<file path="src/rtl/rv32im_defs.sv">
// rv32im_defs: shared constants for the RV32IM pipeline front end
package rv32im_defs;
  localparam logic [31:0] NOP = 32'h0000_0013;
  localparam logic [31:0] RESET_VECTOR_DEFAULT = 32'h0000_0000;
  localparam logic [1:0] ST_REQ = 2'd0;
  localparam logic [1:0] ST_HOLD = 2'd1;
  localparam logic [1:0] ST_DRAIN = 2'd2;
endpackage

</file>
<file path="src/rtl/fetch_hold_buffer.sv">
// fetch_hold_buffer: one-entry PC+instruction skid register
module fetch_hold_buffer (
  input  logic        clk,
  input  logic        rst,
  input  logic        load,
  input  logic        clear,
  input  logic [31:0] load_pc,
  input  logic [31:0] load_instr,
  output logic [31:0] pc,
  output logic [31:0] instr,
  output logic        valid
);
  always_ff @(posedge clk) begin
    if (rst || clear) begin
      valid <= 1'b0;
      pc <= '0;
      instr <= '0;
    end else if (load) begin
      valid <= 1'b1;
      pc <= load_pc;
      instr <= load_instr;
    end
  end
endmodule

</file>
<file path="src/rtl/if_fetch_unit.sv">
// if_fetch_unit: PC owner and instruction fetch front end feeding IF/ID
module if_fetch_unit import rv32im_defs::*; #(
  parameter logic [31:0] RESET_VECTOR = RESET_VECTOR_DEFAULT
) (
  input  logic        clk,
  input  logic        reset,
  input  logic        stall,
  input  logic        branch_taken,
  input  logic [31:0] branch_target,
  output logic        imem_read,
  output logic [31:0] imem_address,
  input  logic [31:0] imem_readdata,
  input  logic        imem_busywait,
  output logic [31:0] if_pc,
  output logic [31:0] if_instruction,
  output logic        if_valid
);
  logic [1:0] state;
  logic [31:0] pc, drain_addr, pending_target, hold_pc, hold_instr, target;
  logic hold_valid, done, hold_load, hold_clear, dlv_req, dlv_hold, out_load, out_valid;
  assign target = branch_target & ~32'h3;
  assign imem_read = state != ST_HOLD;
  // an in-flight miss cannot be aborted, so DRAIN keeps presenting its address
  assign imem_address = state == ST_DRAIN ? drain_addr : pc;
  assign done = imem_read & ~imem_busywait;
  assign dlv_req = state == ST_REQ && done;
  assign dlv_hold = state == ST_HOLD && hold_valid;
  assign hold_load = dlv_req && stall && !branch_taken;
  assign hold_clear = state == ST_HOLD && (branch_taken || !stall);
  assign out_load = reset | branch_taken | ~stall;
  assign out_valid = ~reset & ~branch_taken & (dlv_req | dlv_hold);
  fetch_hold_buffer u_hold (
    .clk(clk),
    .rst(reset),
    .load(hold_load),
    .clear(hold_clear),
    .load_pc(pc),
    .load_instr(imem_readdata),
    .pc(hold_pc),
    .instr(hold_instr),
    .valid(hold_valid)
  );
  always_ff @(posedge clk) begin
    if (out_load) begin
      if_valid <= out_valid;
      if_pc <= !out_valid ? 32'h0 : dlv_hold ? hold_pc : pc;
      if_instruction <= !out_valid ? NOP : dlv_hold ? hold_instr : imem_readdata;
    end
  end
  always_ff @(posedge clk) begin
    if (reset) begin
      state <= ST_REQ;
      pc <= RESET_VECTOR;
      drain_addr <= '0;
      pending_target <= '0;
    end else begin
      case (state)
        ST_REQ:
          if (done) begin
            pc <= branch_taken ? target : pc + 32'd4;
            state <= hold_load ? ST_HOLD : ST_REQ;
          end else if (branch_taken) begin
            drain_addr <= pc;
            pending_target <= target;
            state <= ST_DRAIN;
          end
        ST_HOLD: begin
          if (branch_taken) pc <= target;
          if (branch_taken || !stall) state <= ST_REQ;
        end
        ST_DRAIN:
          if (done) begin
            pc <= branch_taken ? target : pending_target;
            state <= ST_REQ;
          end else if (branch_taken) begin
            pending_target <= target;
          end
        default: state <= ST_REQ;
      endcase
    end
  end
endmodule

</file>
<file path="config.mk">
export PLATFORM = sky130hd
export DESIGN_NAME = if_fetch_unit
export DESIGN_NICKNAME = d
export VERILOG_FILES = /design/src/rtl/rv32im_defs.sv /design/src/rtl/fetch_hold_buffer.sv /design/src/rtl/if_fetch_unit.sv
export SDC_FILE = /design/constraint.sdc
export NUM_CORES = 1
export LEC_CHECK = 0
export CORE_UTILIZATION = 40
export DETAILED_ROUTE_END_ITERATION = 12
export PLACE_DENSITY = 0.66
export RECOVER_POWER = 100
export SETUP_SLACK_MARGIN = 0.3
export SLEW_MARGIN = 5
export SYNTH_ARGS = -nofsm -noshare
export SYNTH_HDL_FRONTEND = slang
export SYNTH_HIERARCHICAL = 1
export SYNTH_SLANG_ARGS = --single-unit
</file>
<file path="constraint.sdc">
create_clock -name clk -period 3.9 [get_ports clk]
set_input_delay 1.17 -clock clk [delete_from_list [all_inputs] [get_ports clk]]
set_output_delay 1.17 -clock clk [all_outputs]
set_load 0.005 [all_outputs]
</file>
==> results of run 1 <==
## critical path, cell delays in order, from the launching register on
cell and delay, ns:
dfxtp_1 0.36, inv_1 0.17, ha_4 0.21, clkbuf_2 0.32, mux2_1 0.40, clkdlybuf4s50_1 0.46
## cells in the final DEF, fill, tap and decap left out, types with 4 or more instances in the layout
cell type        instances
a22o_1                  14
a221o_1                  6
nor2b_1                  6
nand2_1                291
and3_1                   7
nor2_1                 114
inv_1                   23
clkbuf_1                14
a21oi_1                168
xnor2_1                  4
clkbuf_16               26
nor3b_1                  5
nand3_1                 22
edfxtp_1                65
a221oi_1                11
clkbuf_2                 7
ha_1                     4
or3_1                    4
nand4_1                  7
nor3_1                   7
clkinv_2                 9
buf_4                   21
o22ai_1                  4
dfxtp_1                163
a31oi_1                 10
o21ai_0                 31
mux2i_1                 69
clkdlybuf4s50_1         80
a22oi_1                 11
o211ai_1                 8
mux2_2                  27
mux2_1                   4
dlygate4sd3_1           82
## metal layers
layer	global-route usage	wire (µm)	up-vias
li1	-	-	4540
met1	0.294	13600	4369
met5	0	0	-
met4	0.0656	765	0
met2	0.316	12800	315
met3	0.0304	1600	54
## through the flow
| step | util | power (µW) |
|---|---|---|
| after floorplan | - | 3110 |
| after global placement | 0.472 | 3440 |
| after detailed placement | 0.472 | 3450 |
| after CTS | 0.503 | 5770 |
| after global routing | 0.500 | 5930 |
| final | 0.500 | 5710 |
## path summary, 6_finish.rpt
| kind | from | to | slack (ns) | cells past startpoint |
|---|---|---|---|---|
| worst min register to register | drain_addr[29] | drain_addr[29] | 0.45 | 2 |
| worst max register to register | state[0] | pc[16] | 0.61 | 11 |
| worst min-delay path | drain_addr[29] | drain_addr[29] | 0.45 | 2 |
| worst max-delay path | state[0] | imem_address[18] | 0.27 | 5 |
## power by group through the flow
stage | registers (µW) | clock network (µW) | logic [µW]
2_1_floorplan | 2650 | 0 | 461
3_3_place_gp | 2690 | 0 | 751
3_5_place_dp | 2700 | 0 | 757
4_1_cts | 2650 | 2360 | 764
5_1_grt | 2660 | 2460 | 806
6_report | 2650 | 2330 | 734
## flip-flops by register name (all words and copies together) (netlist names), 2 cells and up
name            cells
drain_addr         32
if_instruction     32
if_pc              32
pc                 32
pending_target     32
u_hold/instr       32
u_hold/pc          32
state               2
## kinds of logic after synthesis
logic type | count (synthesis)
and+or+nand+nor | 492
AOI/OAI and AO/OA | 286
DFF | 228
buffers and inverters | 128
muxes | 100
adders and majority gates | 5
xor gates and xnor gates | 4
## area by class of cell
type                            instances  area (µm²)
Clock buffer                           35         704
Multi-Input combinational cell        887        5010
Clock inverter                         13         103
Inverter                               23        86.3
Fill cell                            2505       13400
Sequential cell                       228        5220
Timing Repair Buffer                  199        1860
Tap cell                              341         427
## repair_timing
action	CTS	global route
hold buffers	0	0
gates resized for setup	2	1
setup endpoints to repair	23	1
setup buffers	2	0
==> metrics, run 1 <==
outcome complete, but fails checks; failing checks capacitance limit, slew limit; Clock Sinks 228; Finished Layout Cells 1,726; Compound-Gate Fraction of Synth Area 0.156; total track usage 0.205; CP startpoint kind flop; final hold vios 0; Synth area leader dfxtp_1; core area 26,800 µm²; Worst Setup Slack, final 0.268 ns; Antenna Nets Post-Route 0; Cells after DPL 1,676; total number of vias 9,278; gpl congestion 0.862; share of layout cells above drive strength 1 0.0845; max-slew violation count 66; max-cap viol count 1; Residual DRC 0; setup TNS 0 ns; overall die height 167 µm; fin nets 1,439; Synth area leaders dfxtp_1 30%, edfxtp_1 18%, nand2_1 10%; average wire per standard cell 16.6 µm; PwrDens 426 nW/µm²; Mapped Area 10,900 µm²; Clock power frac 0.408; WP data required 2.73 ns; synthesis-stage register bit count 228; Simple-Gate Fraction of Synth Area 0.198; Initial Util 0.406; die area 27,900 µm²; vias in the first global route 8,711; syn nets 1,317; maximum VDD drop 0.000281 V; Post-synth top cells 292 x nand2_1, 168 x a21oi_1, 163 x dfxtp_1, 114 x nor2_1, 69 x mux2i_1; yosys warns 6; CTS Buf Count 26; Internal 4210 µW; Post-synth EDFFs 65; worst slew pin tran 1.68 ns; largest net degree at the start of global routing 66; mux share of post-synthesis cell area 0.0955; DP Area 12,600 µm²; sw frac 0.262; Logic pwr share 0.129; Post-Synth Adder-Cell Area 0.00575; Via density 5.38; post-route minimum period 3.63 ns; IO Count 167; DR pass1 iterations 7; switching power 1490 µW; Post-synth ARST share 0; most frequent cell after synthesis nand2_1; library cells used by synthesis 63; # rows 60; CP max FO 14; initial antenna violation count 0; chip width 167 µm; Setup CP Type reg2out; Area Growth Syn to Fin 23.1%; global-route wire length before repair 46,700 µm; initial DRC count 839; Routed WL 28,700 µm; CTS H-tree depth 1; n_diodes 0; global route overflow 0; Synth top area share 0.300; Worst-path clk slew 0.06 ns; RSZ-0062 raised after global routing false; I/O Buffers 164; Max Root-Sink Buffers 3; Hold/Removal Path Class reg2reg; Synth Area in XOR/XNOR 0.00322; Post-Place Worst Slack 0.477 ns; largest family of logic cells by synthesized area simple AND/OR/NAND/NOR gates; Slew Limit Headroom -0.121; Clock Latency Late Sink 0.54 ns; Final Cycle Share 0.931; final instance area 13,400 µm²; Max Clk Rate 275 MHz; hpwl dp 18,800 µm; sequential power share 0.464; clk_skew 0.0131 ns; clock root cell clkbuf_16; Most used DFF post-synth dfxtp_1; worst hold margin 0.450 ns; Worst Path Arrival 2.46 ns; Syn Area/Cell 8.76 µm²; Syn Inst Count 1,243; CTS tree done; # setup viols final 0; Setup crit end kind primary output; LEAKAGE 0.00504 µW; sequential area share after synthesis 0.479
Note: power is estimated with default switching activity, not from simulation.
==> run 2, diff against run 1 <==
==> constraint.sdc (replaced) <==
create_clock -name clk -period 3.9 [get_ports clk]
set_input_delay 1.17 -clock clk [delete_from_list [all_inputs] [get_ports clk]]
set_output_delay 1.17 -clock clk [all_outputs]
set_load 0.01 [all_outputs]
==> run 2 against run 1 <==
- largest power group unchanged
- largest cell class unchanged
- global-route usage about the same
- clock power about the same
- sequential power about the same
- the run still ends with capacitance limit, slew limit left
- total power up 0.36%
- critical path depth unchanged
- maximum frequency down 0.56%
- core utilization about the same
- critical path type unchanged
- count of clock-buffer cells in the layout unchanged
==> metrics, run 2 (same netlist as run 1, synthesis figures left out) <==
commonest non-fill, non-tap cell in the layout nand2_1; die area 27,900 µm² (unchanged); Hold Path Stages 2 (unchanged); # rows 60 (unchanged); total track usage 0.205 (about the same); clk_skew 0.0132 ns (+0.000122 ns); RSZ-0062 raised after global routing true; Via density 5.40 (+0.39%); R2R depth 11 (unchanged); CP max FO 16 (+2); # setup viols final 0 (unchanged); worst-path cell with the longest stage delay dlygate4sd3_1; sequential power share 0.462 (-0.002); average wire per standard cell 16.6 µm (about the same); vias in the first global route 8,715 (+0.046%); Clock power frac 0.406 (-0.002); clock root cell clkbuf_16; Crit path largest cell delay 0.61 ns (+0.15 ns); Internal 4210 µW (about the same); Routed WL 28,700 µm (about the same); switching power 1520 µW (+1.5%); # hold bufs at CTS 0 (unchanged); Area Growth Syn to Fin 23.2% (about the same); global-route wire length before repair 46,700 µm (unchanged); WP data required 2.73 ns (about the same); Slew Limit Headroom -0.126 (-0.00517); HP Start drain_addr[29]; I/O Buffers 164 (unchanged); share of layout cells above drive strength 1 0.0874 (+0.00289); initial antenna violation count 0 (unchanged); Max Clk Rate 274 MHz (-0.56%); Cells after DPL 1,676 (unchanged); Antenna Nets Post-Route 0 (unchanged); max-cap viol count 1 (unchanged); final hold vios 0 (unchanged); Clock Sinks 228 (unchanged); Finished Layout Cells 1,726 (unchanged); Initial Util 0.406 (unchanged); R2R Path Start state[0]; Design Power 5730 µW (+0.36%); chip width 167 µm (unchanged); failing checks capacitance limit, slew limit; fin nets 1,439 (unchanged); post-route minimum period 3.65 ns (+0.0205 ns); LEAKAGE 0.00507 µW (+0.60%); gpl congestion 0.862 (unchanged); worst slew pin tran 1.69 ns (+0.00775 ns); largest net degree at the start of global routing 66 (unchanged); core area 26,800 µm² (unchanged); Residual DRC 0 (unchanged); overall die height 167 µm (unchanged); CTS Buf Count 26 (unchanged); Clock Latency Late Sink 0.54 ns (about the same); DR pass1 iterations 6 (-1); max-slew violation count 66 (unchanged); worst path cell trace inv_1 > ha_4 > buf_6 > mux2_2 > dlygate4sd3_1; Logic pwr share 0.132 (+0.003); hpwl dp 18,800 µm (unchanged); commonest cells after routing, fill and taps aside 291 x nand2_1, 168 x a21oi_1, 163 x dfxtp_1; Max Root-Sink Buffers 3 (unchanged); CTS H-tree depth 1 (unchanged); Final Cycle Share 0.936 (+0.00526); n_diodes 0 (unchanged); CP startpoint kind flop; total number of vias 9,314 (+0.39%); setup TNS 0 ns (unchanged); worst setup path startpoint state[0]; initial DRC count 800 (-4.6%); Setup CP Type reg2out; sw frac 0.265 (+0.00296); PwrDens 427 nW/µm² (+0.32%); Worst-path clk slew 0.06 ns (about the same); IO Count 167 (unchanged); Setup crit end kind primary output; Hold/Removal Path Class reg2reg; Worst Path Arrival 2.48 ns (+0.02 ns); global route overflow 0 (unchanged); CTS tree done; outcome complete, but fails checks; maximum VDD drop 0.000281 V (-0.19%)
==> run 2: cell count changes in the layout (fill, tap and decap cells not counted), sizes merged <==
cell           previous run  this run
clkdlybuf4s50            80        66
buf                      23        24
dlygate4sd3              82        96
clkbuf                   49        48
==> run 2: cell type report <==
class	instances	area [µm²]
repair buffers	199	1860
well taps	341	427
fillers	2506	13400
flip-flops and latches	228	5220
multi-input cells	887	5010
clock inverters	13	103
inverters	23	86.3
clock buffers	35	704
==> run 2: power by group through the flow <==
| stage | Clock (µW) | Sequential, µW | Combinational (µW) |
|---|---|---|---|
| CTS | 2360 | 2650 | 790 |
| floorplan | 0 | 2670 | 473 |
| detailed placement | 0 | 2700 | 782 |
| global placement | 0 | 2690 | 776 |
| global route | 2460 | 2660 | 828 |
| finish | 2320 | 2650 | 757 |
==> run 2: final timing paths <==
kind,end,slack (ns)
worst max-delay path,imem_address[0],0.25
worst min register to register,drain_addr[29],0.45
worst min-delay path,drain_addr[29],0.45
worst max register to register,pc[16],0.60
==> run 2: critical path, delay by kind of cell (launching register included) <==
family     cells  cell delay, ns
buf+inv        3            0.99
mux            1            0.38
flops          1            0.36
fa+ha+maj      1            0.22
==> run 2: metrics by stage <==
| stage | util | hold WS (ns) | setup slack, ns | instance area, µm² |
|---|---|---|---|---|
| floorplan | - | 0.433 | 0.314 | 10900 |
| global placement | 0.472 | 0.438 | 0.502 | 12600 |
| detailed placement | 0.472 | 0.444 | 0.477 | 12600 |
| CTS | 0.503 | 0.453 | 0.335 | 13500 |
| global route | 0.500 | 0.469 | 0.176 | 13400 |
| finish | 0.500 | 0.450 | 0.248 | 13400 |
==> run 2: metal layers <==
layer,global-route usage,routed length [µm],up-vias
li1,-,-,4545
met5,0,0,-
met2,0.316,12800,340
met3,0.0304,1670,56
met4,0.0656,774,0
met1,0.294,13500,4373
==> run 2: what timing repair did <==
action                     4_1_cts  5_1_grt
resized for setup                3        2
setup endpoints to repair       23       11
setup buffers                    2        0
==> patch 1, RTL diff (config.mk and constraints of run 1) <==
Reset style: asynchronous (`reset`), changed in one clocked block.
--- a/src/rtl/if_fetch_unit.sv
+++ b/src/rtl/if_fetch_unit.sv
@@ -48,5 +48,5 @@
     end
   end
-  always_ff @(posedge clk) begin
+  always_ff @(posedge clk or posedge reset) begin
     if (reset) begin
       state <= ST_REQ;
Behaviour: differs if reset is asserted again (counterexample within 4 cycles, from zero or initial values and one cycle with reset high); with reset held inactive, the same outputs for 4 cycles.
==> patch 1 against run 1 <==
Area after synthesis is 3.0% higher; critical path type unchanged; sequential cell count unchanged; setup slack worse by 0.0078 ns; routed wire length increased by 2.2%; highest routed layer unchanged; register-to-register slack better by 0.13 ns; design area up 3.4%; core utilization up 0.83 points; the flow still finishes with violations (max-capacitance violations, max-slew violations).
Power is not compared: it rests on default switching activity, and its combinational part moved more than twofold at a synthesized area within 25%.
==> patch 1: results (changes against run 1) <==
Timing
  • Slew HR: -49.0% (was -12.1%)
  • Clock skew: 0.0224 ns (was 0.0131 ns)
  • Fin crit share: 93.3% (was 93.1%)
  • Fin Hold WS: 0.478 ns (was 0.450 ns)
  • Final Max Slew Viols: 99 (was 66)

Worst setup path
  • Worst reg2reg path depth: 7 (was 11)
  • Worst r2r src: state[1] (was state[0])
  • Reg-to-reg endpoint: u_hold/instr[25] (was pc[16])
  • CP startpoint: state[0] (unchanged)
  • CP arrival: 2.47 ns
  • Worst setup endpoint: imem_address[10] (was imem_address[18])
  • Reg2reg setup slack: 0.74 ns (was 0.61 ns)
  • Critical path fanouts, max: 30 (was 14)

Placed design
  • Dpl ws: 0.428 ns (was 0.477 ns)
  • DP HPWL: 19200 um (was 18800 um)
  • GP Congestion: 0.879 (was 0.862)
  • Total placed instance area: 0.0130 mm^2 (was 0.0126 mm^2)

GRT
  • Vias in the first global route: 8305 (was 8711)
  • Largest net degree at the start of global routing: 99 (was 66)
  • GRT Resource Usage Total: 20.1% (was 20.5%)
  • First-pass GRT wire length: 45700 um (was 46700 um)

Final layout
  • Fillers: 2424 (was 2505)
  • Fin nets: 1289 (was 1439)
  • Layout cell share with drive strength beyond 1: 14.3% (was 8.45%)

Synth
  • Fraction of registers with async set/reset: 43.0% (was 0%)
  • Synth Flop Type: dfrtp_1 (was dfxtp_1)
  • Syn nets: 1161 (was 1317)
  • Most area-consuming cells after synthesis: dfrtp_1, edfxtp_1, dfxtp_1 (was dfxtp_1, edfxtp_1, nand2_1)
  • Commonest cells in the netlist: nand2_1, dfrtp_1, nor2_1, mux2_2, a21oi_1 (was nand2_1, a21oi_1, dfxtp_1, nor2_1, mux2i_1)
  • Seq/Total Area, Yosys: 50.9% (was 47.9%)
  • Synth unique cells: 67 (was 63)

CTS
  • Clock root buffer master: clkbuf_16 (unchanged)

Routing
  • Wire per inst: 18.3 um (was 16.6 um)
  • Vias: 8801 (was 9278)
  • Initial drt markers: 710 (was 839)
  • First drt pass iteration count: 5 (was 7)

Run status
  • Failing checks: max-capacitance violations, max-slew violations (unchanged)
  • Status: finished with violations (unchanged)

Run
  • Max-cap viol count: 1 (unchanged)
[patch 1: cell types whose count changed after synthesis, moves of 13 or more]
cell            run 1  this run
nor2_1            114        97
o31ai_1             1        14
dfxtp_1           163        65
a21oi_1           168        94
dfrtp_1             0        98
mux2_2             31        96
nand2_1           292       174
[patch 1: power by group]
| part | internal, mW | switching (mW) | total, mW |
|---|---|---|---|
| combinational | 1.31 | 1.17 | 2.48 |
| clock | 1.40 | 1.00 | 2.40 |
| sequential | 2.97 | 0.609 | 3.58 |
[patch 1: metrics by stage]
step / util (%) / instances
3_5_place_dp: 47.9 / 1558
5_1_grt: 50.8 / 1607
2_1_floorplan: - / 1087
4_1_cts: 51.1 / 1607
3_3_place_gp: 47.9 / 1558
6_report: 50.8 / 1607
[patch 1: layout make-up]
cell class / count / area, um^2 / share of cell area (%)
flip-flops and latches: 228 / 5710 / 41.2
multi-input cells: 748 / 4860 / 35.1
repair buffers: 190 / 1900 / 13.7
clock buffers: 33 / 697 / 5.03
well taps: 372 / 465 / 3.36
clock inverters: 15 / 143 / 1.03
inverters: 21 / 82.6 / 0.596
[patch 1: per-layer routing]
layer | vias to the layer above | global-route usage [%] | routed length [um]
met5 | - | 0 | 0
met2 | 344 | 32.4 | 13500
met1 | 4254 | 28.3 | 13400
li1 | 4163 | - | -
met3 | 40 | 3.03 | 1900
met4 | 0 | 5.09 | 542
[patch 1: cells by family (layout without fill, tap and decap cells)]
logic type               after synthesis  in the layout  synth area share (%)
flip-flops                           228            228                  50.9
AO/OA/AOI/OAI                        229            229                  13.3
XOR/XNOR                               4              4                 0.313
AND/OR/NAND/NOR                      347            347                  13.5
adder cells (fa/ha/maj)                5              5                 0.558
multiplexers                         163            163                  15.6
buffers and inverters                111            259                  5.84
[patch 1: worst min-delay path by stage]
stage                            from                end  depth (start not counted)
floorplan           pending_target[9]  pending_target[9]                          2
global placement    pending_target[9]  pending_target[9]                          2
detailed placement  pending_target[0]  pending_target[0]                          1
CTS                    drain_addr[27]     drain_addr[27]                          2
global route        pending_target[0]  pending_target[0]                          1
finish                 drain_addr[13]     drain_addr[13]                          2
[patch 1: timing repair]
| action | CTS | global route |
|---|---|---|
| setup endpoints to repair | 30 | 1 |
| gates resized for setup | 1 | 1 |
| buffers inserted | 1 | 0 |
| hold endpoints to repair | 0 | 0 |
[patch 1: worst reg2reg max path, cell delays in order (launching register included)]
cell and delay [ns]:
dfrtp_1 0.40, inv_1 0.09, ha_1 0.33, nor2_2 0.39
and4_1 1.11, buf_4 0.41, mux2i_1 0.23, nor2_1 0.05
==> patch 2, RTL diff (config.mk and constraints of run 1) <==
Without the edit above. Register the input `branch_target` before use. The logic sees it one clock later. The other inputs are not delayed to match.
--- a/src/rtl/if_fetch_unit.sv
+++ b/src/rtl/if_fetch_unit.sv
@@ -16,8 +16,15 @@
   output logic        if_valid
 );
+
+  logic [31:0] branch_target_q;
+
+  always_ff @(posedge clk) begin
+    branch_target_q <= branch_target;
+  end
+
   logic [1:0] state;
   logic [31:0] pc, drain_addr, pending_target, hold_pc, hold_instr, target;
   logic hold_valid, done, hold_load, hold_clear, dlv_req, dlv_hold, out_load, out_valid;
-  assign target = branch_target & ~32'h3;
+  assign target = branch_target_q & ~32'h3;
   assign imem_read = state != ST_HOLD;
   // an in-flight miss cannot be aborted, so DRAIN keeps presenting its address
Formal check against the unedited RTL: not equivalent (a bounded check fails within 4 cycles, from zero or initial values and one cycle with reset high).
==> patch 2 against run 1 <==
Design area is 3.5% higher; setup slack worse by 0.061 ns; clock skew increased by 0.0047 ns; sequential share of layout area rose by 3.0 points; routed wire length fell by 1.6%; sequential cell count grew 30; sequential power is 13% higher; register-to-register slack better by 0.04 ns; area after synthesis rose by 2.4%; total power is 10% higher; synthesized cell count down 0.97%; clock power is 12% higher; critical path depth stayed put.
==> patch 2: results (changes against run 1) <==
CTS
  • Skew-Pair Late Insertion Delay: 0.55 ns
  • Setup Fix Bufs, Post-CTS: 0 (was 2)
  • Clock root buffer master: clkbuf_16 (unchanged)
  • Post_cts resized: 4 (was 2)
  • Num CTS Buffers: 28 (was 26)

Placed design
  • Dpl ws: 0.422 ns (was 0.477 ns)
  • Placed cell count: 1701 (was 1676)
  • Port bufs: 164 (unchanged)
  • GP Congestion: 0.854 (was 0.862)
  • DP HPWL: 18500 um (was 18800 um)
  • Total placed instance area: 0.0131 mm^2 (was 0.0126 mm^2)

Routing
  • Initial drt markers: 920 (was 839)
  • Wire per inst: 16.1 um (was 16.6 um)
  • Top sig layer: met4 (unchanged)
  • Met2 wire len: 12300 um (was 12800 um)
  • Vias per cell: 5.25 (was 5.38)
  • Post-Route WL: 28300 um (was 28700 um)
  • Met3 routed WL: 1950 um (was 1600 um)
  • First drt pass iteration count: 5 (was 7)
  • Met1 wire length: 13400 um (was 13600 um)

Final layout
  • Fin nets: 1433 (was 1439)
  • Layout cell share with drive strength beyond 1: 8.11% (was 8.45%)
  • Fillers: 2509 (was 2505)

Synth
  • Synth Area in Compound Gates: 15.1% (was 15.6%)
  • Syn nets: 1305 (was 1317)
  • Mux share of post-synthesis cell area: 8.64% (was 9.55%)
  • Commonest cells in the netlist: nand2_1, dfxtp_1, a21oi_1, nor2_1, mux2i_1 (was nand2_1, a21oi_1, dfxtp_1, nor2_1, mux2i_1)
  • Synth unique cells: 66 (was 63)
  • Syn_area_per_cell: 9.05 um^2 (was 8.76 um^2)
  • Adder-cell area share of the yosys netlist: 0.561% (was 0.575%)
  • Seq/Total Area, Yosys: 52.2% (was 47.9%)
  • Most area-consuming cells after synthesis: dfxtp_1, edfxtp_1, nand2_1 (unchanged)
  • Xor/xnor share of the synthesized area: 0.236% (was 0.322%)

Run status
  • Status: completed (was finished with violations)

Power and ir drop
  • Lkg Pwr: 5.19 nW (was 5.04 nW)
  • Maximum vdd ir drop: 0.323 mV (was 0.281 mV)

GRT
  • Met3 Use GR: 2.76% (was 3.04%)
  • Initial antenna violation count: 1 (was 0)
  • GRT Resource Usage Total: 19.4% (was 20.5%)
  • Vias in the first global route: 8342 (was 8711)
  • Largest net degree at the start of global routing: 88 (was 66)
  • First-pass GRT wire length: 44900 um (was 46700 um)
  • Met1 usage: 28.0% (was 29.4%)
  • Met2 usage: 29.9% (was 31.6%)

Worst setup path
  • CP arrival: 2.52 ns (was 2.46 ns)
  • Critical path fanouts, max: 32 (was 14)
  • Slowest Stage Delay on Critical Path: 0.63 ns (was 0.46 ns)
  • Max stage delay cell, worst path: dlygate4sd3_1 (was clkdlybuf4s50_1)

Timing
  • Clock skew: 0.0178 ns (was 0.0131 ns)
  • Slew HR: 3.44% (was -12.1%)
patch 2: changes by cell type after synthesis, moves of 7 or more:
cell / run 1 / this run
a21oi_1: 168 / 183
a221oi_1: 11 / 3
clkbuf_1: 50 / 59
dfxtp_1: 163 / 193
nand2_1: 292 / 300
nor2_1: 114 / 89
nor3_1: 7 / 14
patch 2: path summary, 6_finish.rpt:
kind	endpoint	slack, ns	startpoint	cells after the start
max reg2reg	pc[14]	0.65	state[0]	9
min	drain_addr[1]	0.45	drain_addr[1]	2
min reg2reg	drain_addr[1]	0.45	drain_addr[1]	2
max	imem_address[15]	0.21	state[0]	5
patch 2: power breakdown:
group,total [mW],switching (mW),internal (mW),leakage [nW]
Combinational,0.708,0.382,0.326,2.42
Clock,2.60,1.08,1.52,0.447
Sequential,2.99,0.120,2.87,2.32
Total,6.30,1.58,4.71,5.19
patch 2: area by class of cell:
| type | instances | area (um^2) | share of cell area [%] |
|---|---|---|---|
| Multi-Input combinational cell | 858 | 4740 | 34.1 |
| Clock buffer | 40 | 817 | 5.89 |
| Timing Repair Buffer | 195 | 1880 | 13.5 |
| Antenna cell | 1 | 2.50 | 0.0180 |
| Clock inverter | 12 | 91.3 | 0.658 |
| Sequential cell | 258 | 5820 | 41.9 |
| Tap cell | 372 | 465 | 3.35 |
| Inverter | 18 | 68.8 | 0.496 |
patch 2: kinds of logic after synthesis:
| group | after synthesis |
|---|---|
| multiplexers | 93 |
| XOR/XNOR | 3 |
| AND/OR/NAND/NOR | 469 |
| adder cells (fa/ha/maj) | 5 |
| AO/OA/AOI/OAI | 288 |
| buffers and inverters | 115 |
| flip-flops | 258 |
patch 2: critical path, delay by kind of cell, from the launching register on:
kind	cells	cell delay, ns
buffers and inverters	3	1.02
flip-flops	1	0.37
multiplexers	1	0.37
adder cells (fa/ha/maj)	1	0.21
